<file path="src/rtl/vr_256_to_reg.sv">
// Single-entry buffer from a 256-bit valid/ready hash stream to a 32-bit register read interface.
// Optional feature macro: VR_TO_REG_IRQ_EN (adds irq output and IRQ_MASK control bit).
module vr_256_to_reg #(
  parameter int ADDRWIDTH = 12,
  parameter bit AUTO_POP  = 1'b1
) (
  input  logic                 hclk,
  input  logic                 hresetn,
  input  logic [255:0]         data_in,
  input  logic [5:0]           data_in_id,
  input  logic                 data_in_last,
  input  logic                 data_in_valid,
  output logic                 data_in_ready,
  input  logic [ADDRWIDTH-1:0] addr,
  input  logic                 read_en,
  input  logic                 write_en,
  input  logic [3:0]           byte_strobe,
  input  logic [31:0]          wdata,
`ifdef VR_TO_REG_IRQ_EN
  output logic                 irq,
`endif
  output logic [31:0]          rdata
);

  localparam logic [3:0] REG_WORD7  = 4'd7;
  localparam logic [3:0] REG_STATUS = 4'd8;
  localparam logic [3:0] REG_CTRL   = 4'd9;

  logic         full_q, full_d;
  logic [255:0] data_q, data_d;
  logic [5:0]   id_q, id_d;
  logic         last_q, last_d;
  logic [15:0]  count_q, count_d;
  logic         underflow_q, underflow_d;
  logic         ready_q, ready_d;
  logic         mask_q, mask_d;

  logic         addr_hit;
  logic [3:0]   reg_idx;
  logic         ctrl_wr;
  logic         pop;
  logic         capture;
  logic [31:0]  status;

  always_comb begin
    addr_hit = (addr[ADDRWIDTH-1:6] == '0);
    reg_idx  = addr[5:2];
    ctrl_wr  = write_en & addr_hit & (reg_idx == REG_CTRL) & byte_strobe[0];
    capture  = data_in_valid & data_in_ready;
    pop      = (ctrl_wr & wdata[0])
             | (AUTO_POP & read_en & addr_hit & (reg_idx == REG_WORD7) & full_q);
  end

  always_comb begin
    full_d      = full_q;
    data_d      = data_q;
    id_d        = id_q;
    last_d      = last_q;
    count_d     = count_q;
    underflow_d = underflow_q;
    mask_d      = mask_q;

    if (capture) begin
      full_d = 1'b1;
      data_d = data_in;
      id_d   = data_in_id;
      last_d = data_in_last;
    end

    if (ctrl_wr & wdata[1]) count_d = capture ? 16'd1 : 16'd0;
    else if (capture)       count_d = count_q + 16'd1;

    // Clear first so an underflowing pop in the same write wins over CLR_ERR.
    if (ctrl_wr & wdata[2]) underflow_d = 1'b0;
    if (pop) begin
      if (full_q) full_d = 1'b0;
      else        underflow_d = 1'b1;
    end

`ifdef VR_TO_REG_IRQ_EN
    if (ctrl_wr) mask_d = wdata[3];
`else
    mask_d = 1'b0;
`endif

    ready_d = ~full_d;
  end

  always_ff @(posedge hclk) begin
    if (!hresetn) begin
      full_q      <= 1'b0;
      data_q      <= '0;
      id_q        <= '0;
      last_q      <= 1'b0;
      count_q     <= '0;
      underflow_q <= 1'b0;
      mask_q      <= 1'b0;
      ready_q     <= 1'b1;
    end else begin
      full_q      <= full_d;
      data_q      <= data_d;
      id_q        <= id_d;
      last_q      <= last_d;
      count_q     <= count_d;
      underflow_q <= underflow_d;
      mask_q      <= mask_d;
      ready_q     <= ready_d;
    end
  end

  // ready_q already reflects the empty post-reset buffer; hresetn only masks it while reset is held.
  assign data_in_ready = ready_q & hresetn;

`ifdef VR_TO_REG_IRQ_EN
  logic irq_q, irq_d;

  always_comb irq_d = full_d & ~mask_d;

  always_ff @(posedge hclk) begin
    if (!hresetn) irq_q <= 1'b0;
    else          irq_q <= irq_d;
  end

  assign irq = irq_q;
`endif

  always_comb begin
    status = {count_q, 2'b00, id_q, 4'b0000, mask_q, underflow_q, last_q, full_q};
    rdata  = 32'd0;
    if (read_en && addr_hit) begin
      if (reg_idx <= REG_WORD7)        rdata = data_q[{reg_idx[2:0], 5'd0} +: 32];
      else if (reg_idx == REG_STATUS)  rdata = status;
    end
  end

  logic unused_bits;
  assign unused_bits = ^{addr[1:0], byte_strobe[3:1], wdata[31:4]};

endmodule

</file>
<file path="config.mk">
export PLATFORM = sky130hd
export DESIGN_NAME = vr_256_to_reg
export DESIGN_NICKNAME = d
export VERILOG_FILES = /design/src/rtl/vr_256_to_reg.sv
export SDC_FILE = /design/constraint.sdc
export NUM_CORES = 1
export LEC_CHECK = 0
export CAP_MARGIN = 0
export CELL_PAD_IN_SITES_DETAIL_PLACEMENT = 1
export CELL_PAD_IN_SITES_GLOBAL_PLACEMENT = 1
export CORE_AREA = 4 4 191 193
export CTS_CLUSTER_SIZE = 25
export DETAILED_ROUTE_END_ITERATION = 12
export DIE_AREA = 0 0 195 197
export PLACE_DENSITY_LB_ADDON = 0.1
export REMOVE_ABC_BUFFERS = 1
export SETUP_SLACK_MARGIN = 0.05
export SLEW_MARGIN = 20
export SYNTH_ARGS = -nofsm -noshare
export SYNTH_HDL_FRONTEND = slang
export SYNTH_SLANG_ARGS = --single-unit
</file>
<file path="constraint.sdc">
create_clock -name hclk -period 6.9 [get_ports hclk]
set_input_delay 2.07 -clock hclk [delete_from_list [all_inputs] [get_ports hclk]]
set_output_delay 2.07 -clock hclk [all_outputs]
set_load 0.05 [all_outputs]
</file>
### Word level (Yosys, flattened, before mapping)

Index checks and enable logic that the tools add are counted.

* bits in registers: 282
* bits of input ports: 316
* output and inout bits: 33
* word-level logic and storage cells: 41

* add/sub/neg operators: 1
* $lt $le $gt $ge: 1
* equal/unequal tests: 3
* shifts and indexed selects: 1
* muxes and demuxes: 12
* bitwise logic cells: 13
* reduce and logical (&&, ||, !) cells: 3

Operator list (count)
* variable part select 256 x 9 -> 32 bit: 1
* 2-to-1 mux 32 bit: 3
* 2-to-1 mux 16 bit: 2
* adder 16 x 1 -> 16 bit, second input constant: 1
* bitwise AND 1 bit: 11
* equality test 4 bit, second input constant: 2
* 2-to-1 mux 1 bit: 7
* logical NOT 6 bit: 1
* equality test 4 x 3 -> 1 bit, second input constant: 1
* less-or-equal comparator 4 x 3 -> 1 bit, second input constant: 1
* nonzero test 2 bit: 1
* logical AND 1 bit: 1
* inverter 1 bit: 1
* OR 1 bit: 1

### Longest topological paths before layout

* word-level depth: 8
* depth in mapped cells: 7
* mapped depth without buffers: 5

### Least setup slack after synthesis

Ideal clock, no wire load.

* kind: input -> output
* from: input addr[2]
* to: output rdata[28]
* arrival time: 4.188 ns
* data required time: 4.830 ns
* slack: 0.642 ns
* stages on the path: 5
* path buffers: 2
* cell sequence: buf_4 nor3_1 clkbuf_1 a221oi_1 nor3_1

* cells in the longest elaborated chain, start to end: 4
* elaborated cells between the ends (all ways): 6
* classes of those cells: order compare (1); eq/ne (1); shift (1); mux (3)

Ends and longest elaborated chain
* start, declared: RTL line 14 `input logic [ADDRWIDTH-1:0] addr,`
* parallel branches: the longest is 2 deep, another holds variable part select 256 x 9 -> 32 bit
* 2-to-1 mux 32 bit *: RTL line 131 `if (reg_idx <= REG_WORD7) rdata = data_q[{reg_idx[2:0], 5'd0} +: 32];`
* 2-to-1 mux 32 bit *: RTL line 130 `if (read_en && addr_hit) begin`
* end, declared: RTL line 22 `output logic [31:0] rdata`

Mark *: on every way between the ends.

### Final worst setup path

* from: input addr[5]
* to: output rdata[31]

* cells in the longest elaborated chain, start to end: 4
* elaborated cells between the ends (all ways): 5
* classes of those cells: order compare (1); eq/ne (1); mux (3)

Ends and longest elaborated chain (RTL line)
* parallel branches: the longest is 2 deep, another holds less-or-equal comparator 4 x 3 -> 1 bit
* 2-to-1 mux 32 bit *: 131
* 2-to-1 mux 32 bit *: 130

Marks and branches as above.

==> results.json <==
{
  "post_drt_via_cell_ratio": 5.12,
  "initial_core_util_pct": 35.0,
  "seq_power_share_pct": 45.6,
  "post-cts-setup-buffer-count": 0,
  "numCtsBuffers": 31,
  "count_of_flip_flops_with_a_built_in_enable_after_synthesis": 0,
  "period_share_pct": 91.1,
  "status": "finished, final reports clean",
  "ys_seq_elements": 282,
  "worstPathArrival_ns": 4.22,
  "pwr_density_cell_mw_per_mm2": 232,
  "min-delay-path-class": "flop to flop",
  "shortest_period_the_worst_path_allows_ns": 6.29,
  "global_route_wire_length_before_repair_um": 64900,
  "timing.critical_path.slowest_stage_cell": "clkdlybuf4s50_1",
  "regToRegStartpoint": "ready_q",
  "power_report.internal_total_w": 0.00297,
  "post-route-drc-count": 0,
  "grt_busiest_layer": "met2",
  "register_area_sq_mm": 0.00565,
  "tritoncts_sink_count": 282,
  "ioPinCount": 349,
  "tightestPinTransition_ns": 1.39,
  "final_layout_size_suffix_gt1_share_pct": 10.2,
  "r2r_end": "full_q",
  "setup-violations-final": 0,
  "portBuffers": 314,
  "critical_path_required_ns": 4.83,
  "grt_start_max_net_pins": 241,
  "finalNetCount": 2025,
  "static-leakage-power_nw": 7.33,
  "grt_antenna_before_repair": 12,
  "grt_pass1_vias": 11900,
  "top_fanout_value_on_the_critical_path": 27,
  "total_power_w": 0.00391,
  "placement.cell_area_sq_mm": 0.0159,
  "power_switching_share_pct": 24.2,
  "grt_use_total_pct": 20.7,
  "area_growth_synth_to_finish_pct": 39.4,
  "combPwrFrac_pct": 13.0,
  "yosys.area.top_type_share_pct": 46.6,
  "critPathMostFrequentCell": "buf_4",
  "detailedPlacementHpwl_um": 26800,
  "cp_cell_sequence": "clkdlybuf4s50_1, inv_2, buf_4, nor3_2, buf_4, a221oi_1, nor3_1, buf_12",
  "post_synth_main_area_contributors": "dfxtp_1 (47%), nand2_1 (17%), nand3_1 (11%)",
  "power.switching_w": 0.000946,
  "grt_setup_unrepaired": "no",
  "gp_congestion": 0.780,
  "synth.most_common_cell": "nand2_1",
  "max_freq_mhz": 159,
  "holdCritStartpoint": "data_q[206]",
  "reg2reg_setup_slack_ns": 4.46,
  "synth_warn": 0,
  "core_area_sq_mm": 0.0345,
  "drt_first_pass_iters": 4,
  "drt-initial-drc-count": 546,
  "num-fill-cells": 4005,
  "maxCapViolCount": 0,
  "synth-async-reset-ratio_pct": 0,
  "die_width_um": 195,
  "tritoncts": "built",
  "clk_path_buf_depth": 3,
  "met2_usage_pct": 36.1,
  "part_of_the_yosys_area_used_for_sequential_elements_pct": 46.6,
  "multiInputGateArea_sq_mm": 0.00596,
  "num_vias": 11200,
  "final.setup.tns_ns": 0,
  "endpoint": "rdata[31]",
  "timing_hold_violations_final": 0,
  "hold-worst-slack_ns": 0.449,
  "ys_top_cells_by_count": "nand2_1 (536), dfxtp_1 (282), nand3_1 (269)",
  "yosys.cell_types.count": 38,
  "rows": 68,
  "grt.overflow.total": 0,
  "crit_family": "buffers and inverters",
  "yosysTopAreaCell": "dfxtp_1",
  "final_design_area_no_fill_sq_mm": 0.0169,
  "timing.setup.critical_path_class": "primary input to output pin",
  "crit_buf_inv": 5,
  "synth_area_per_cell_sq_um": 8.27,
  "fin_ws_ns": 0.611,
  "ctsHoldBuffers": 0,
  "cp.depth": 8,
  "critical_path.startpoint_type": "primary input",
  "m1_gr_usage_pct": 25.4,
  "gate_count_post_synth": 1463,
  "clock_skew_ns": 0.0149,
  "global_route.usage.met3_pct": 5.97,
  "post_synth_instance_area_sq_mm": 0.0121,
  "place_worst_setup_slack_ns": 0.655,
  "clock_root_buffer": "clkbuf_16",
  "critPathCaptureType": "output pin",
  "peak_supply_drop_v": 0.000182,
  "number_of_routed_nets_with_antenna_violations": 0,
  "crit_start": "addr[5]",
  "power.clock.fraction_pct": 41.4,
  "average_routed_wire_per_standard_cell_um": 18.8,
  "floorplan.die_area_sq_mm": 0.0384,
  "worst-r2r-cell-count": 5,
  "max-slew-margin-rel_pct": 7.66,
  "finalWirelength_um": 41200,
  "htreeDepth": 1,
  "worst_skew_pair.late_latency_ns": 0.55,
  "dominantRegCellSynth": "dfxtp_1",
  "cpPeakStageDelay_ns": 0.51,
  "post_cts_resized": 0,
  "slew_viol_final": 0,
  "die_h_um": 197,
  "clk_transition_reported_paths_ns": 0.06
}
==> power by group through the flow <==
stage          sequential [W]  combinational (W)  clock [W]
2_1_floorplan         0.00180           0.000233          0
3_3_place_gp          0.00181           0.000505          0
3_5_place_dp          0.00182           0.000512          0
4_1_cts               0.00178           0.000516    0.00167
5_1_grt               0.00180           0.000559    0.00174
6_report              0.00178           0.000508    0.00162
==> worst reg2reg max path, stage by stage (launching register included) <==
cell and delay, ns:
dfxtp_1 0.35, nand2_4 0.68, buf_12 0.59, inv_1 0.34, o21ai_0 0.25, a41oi_1 0.07
==> stage by stage <==
step           std cells  util (%)
2_1_floorplan       1340         -
3_3_place_gp        2130      45.9
3_5_place_dp        2130      45.9
4_1_cts             2183      48.8
5_1_grt             2186      48.8
6_report            2188      48.8
==> flip-flops by register name, indices dropped and copies added (netlist names) <==
name and count:
data_q 256, count_q 16, id_q 6, full_q 1
last_q 1, ready_q 1, underflow_q 1
==> per-layer routing <==
layer | up-vias | routed length [um]
met5 | - | 85
met4 | 14 | 759
met3 | 64 | 2960
met2 | 270 | 20300
met1 | 5362 | 17100
li1 | 5502 | -
==> worst min-delay path by stage <==
stage / endpoint / depth (start not counted)
after global placement: data_q[4] / 2
after floorplan: data_q[195] / 2
final: data_q[206] / 2
after CTS: data_q[94] / 2
after global routing: data_q[210] / 2
after detailed placement: data_q[206] / 2
==> cell families after synthesis <==
kind of cell	count (synthesis)	share of synthesized area (%)
muxes	97	12.1
AOI/OAI and AO/OA	63	4.77
buffers and inverters	128	4.39
DFF	282	46.6
xor gates and xnor gates	12	0.868
adders and majority gates	1	0.103
and+or+nand+nor	880	31.2
==> layout by cell type, fill, tap and decap left out, types with 2 or more instances in the layout <==
master             n
clkinv_2           2
o221a_2           23
a221oi_1          25
xnor2_1            9
nor3_1            28
clkbuf_8          12
clkbuf_16         31
clkbuf_1           8
nand3_1          268
xor2_1             3
dfxtp_1          282
or3_1              2
diode_2            5
buf_12            36
a21oi_1            3
o221a_1            2
mux4_2            39
inv_1              4
nand4_1            7
and2_1             2
clkdlybuf4s50_1  278
buf_4             18
mux2i_1           58
nor4_1             4
o21ai_0            6
nand2_1          534
nor2_1            22
==> layout make-up <==
cell class | instances | share of cell area (%)
multi-input cells | 1053 | 35.3
flip-flops and latches | 282 | 33.5
repair buffers | 335 | 21.7
clock buffers | 50 | 5.67
well taps | 455 | 3.38
clock inverters | 3 | 0.237
inverters | 5 | 0.111
diodes | 5 | 0.0742
(Power assumes the default switching activity.)
==> variant, RTL diff (same settings) <==
The option `VR_TO_REG_IRQ_EN` is turned on by a define.
--- a/src/rtl/vr_256_to_reg.sv
+++ b/src/rtl/vr_256_to_reg.sv
@@ -1,4 +1,6 @@
 // Single-entry buffer from a 256-bit valid/ready hash stream to a 32-bit register read interface.
 // Optional feature macro: VR_TO_REG_IRQ_EN (adds irq output and IRQ_MASK control bit).
+`define VR_TO_REG_IRQ_EN
+
 module vr_256_to_reg #(
   parameter int ADDRWIDTH = 12,
Function (old outputs only; new: irq): changed (a bounded check fails within 4 cycles, from zero or initial values and one cycle with hresetn low).
==> variant against the unedited design <==
- clock skew fell by 0.0023 ns
- sequential power rose by 2%
- worst setup slack got worse by 0.24 ns
- sequential cell count rose by 2
- wire length rose by 2.6%
- total power rose by 8.2%
- area after synthesis rose by 0.85%
- final area rose by 2.2%
- sequential share of layout area fell by 0.49 points
- largest cell class unchanged
==> variant: results (changes against the unedited design) <==
total number of H-tree levels 2 (+1); run status complete, no violations; Tot GR Track Use 21.0% (+0.31 points); Iteration-0 DRC Markers 491 (-10%); Num CTS Buffers 35 (+13%); first-pass GRT wire length 65.7 mm (+1.1%); top cells by count, synth 539 x nand2_1, 284 x dfxtp_1, 267 x nand3_1; worst skew pair latency 0.50 ns (-0.05 ns); Post-Place Setup Slack 0.422 ns (-0.232 ns); post-synth cell types 46 (+21%); Fill cells 4050 (+1.1%); via count 11350 (+1.2%); CP arrival 4.46 ns (+0.24 ns); Slew headroom 41.2% (+34 points); routability-driven placement congestion ratio 0.762 (-2.3%); HPWL Detailed 27.8 mm (+3.8%); initial antenna violation count 10 (-2); share of cells above drive strength 1 11.0% (+0.86 points); DRT Pass-1 Iters 5 (+1); Port Buffers 316 (+0.64%); vias in the first global route 12021 (+0.85%); wire per inst 19.1 um (+1.6%); Final #Nets 2041 (+0.79%); clock skew 0.0126 ns (-0.00231 ns); sw power 0.00101 W (+6.4%); ranking of synthesized cells by area dfxtp_1 47%, nand2_1 17%, nand3_1 11%, mux4_2 7.0%, mux2i_1 4.8%; CP max FO 25 (-7.4%)
==> variant: changes by cell type after synthesis, moves of 3 or more <==
cell,before,now
o221a_2,23,26
buf_1,7,19
nor2_1,22,13
buf_2,23,7
buf_6,0,3
clkbuf_1,87,92
nand2_1,536,539
nor3_1,29,35
==> variant: worst max-delay path: stages <==
cell and delay, ns:
clkdlybuf4s50_1 0.40, nor4_1 0.51, and2_1 0.31, nand2_2 0.22, buf_12 0.25, nor3_1 0.48, buf_12 0.21
==> variant: logic make-up (layout without fill, tap and decap cells) <==
logic type | count (synthesis) | after routing | share of synthesized area [%]
adders and majority gates | 1 | 1 | 0.102
other | 0 | 7 | 0
muxes | 98 | 98 | 11.9
buffers and inverters | 131 | 405 | 4.44
and+or+nand+nor | 882 | 882 | 31.1
DFF | 284 | 284 | 46.6
xor gates and xnor gates | 11 | 11 | 0.789
AOI/OAI and AO/OA | 67 | 67 | 5.04
==> variant: path summary, 6_finish.rpt <==
check	start	slack, ns	cells past startpoint	to
setup / recovery	addr[7]	0.37	7	rdata[1]
hold / removal	data_q[80]	0.45	2	data_q[80]
setup reg to reg	ready_q	4.74	4	data_q[109]
hold reg to reg	data_q[80]	0.45	2	data_q[80]
==> variant: power by group through the flow <==
stage / combinational [W] / sequential [W] / clock, W
after detailed placement: 0.000533 / 0.00185 / 0
after CTS: 0.000537 / 0.00182 / 0.00193
after floorplan: 0.000246 / 0.00183 / 0
final: 0.000530 / 0.00182 / 0.00189
after global placement: 0.000524 / 0.00185 / 0
after global routing: 0.000584 / 0.00183 / 0.00200
==> variant: cell type report <==
class / count / area share [%]
multi-input combinational: 1059 / 34.9
sequential: 284 / 33.0
timing repair buffer: 339 / 21.7
clock buffer: 49 / 5.98
tap: 455 / 3.30
clock inverter: 12 / 0.943
inverter: 5 / 0.109
antenna: 7 / 0.102
==> variant: stage by stage <==
stage / power [W] / cells / area, um^2 / util (%) / TNS [ns]
floorplan: 0.00208 / 1348 / 11700 / - / -227.90
global placement: 0.00237 / 2141 / 16000 / 46.3 / 0
detailed placement: 0.00239 / 2141 / 16000 / 46.3 / 0
CTS: 0.00429 / 2202 / 17200 / 49.8 / 0
global route: 0.00442 / 2207 / 17200 / 49.9 / 0
finish: 0.00423 / 2210 / 17200 / 49.9 / 0
==> variant: metal layers <==
layer | global-route usage, % | vias to the layer above | part of all wire, %
li1 | - | 5547 | -
met4 | 5.35 | 10 | 1.8
met5 | 0 | - | 0.14
met3 | 5.57 | 63 | 6.0
met1 | 26.3 | 5490 | 43
met2 | 36.2 | 240 | 49
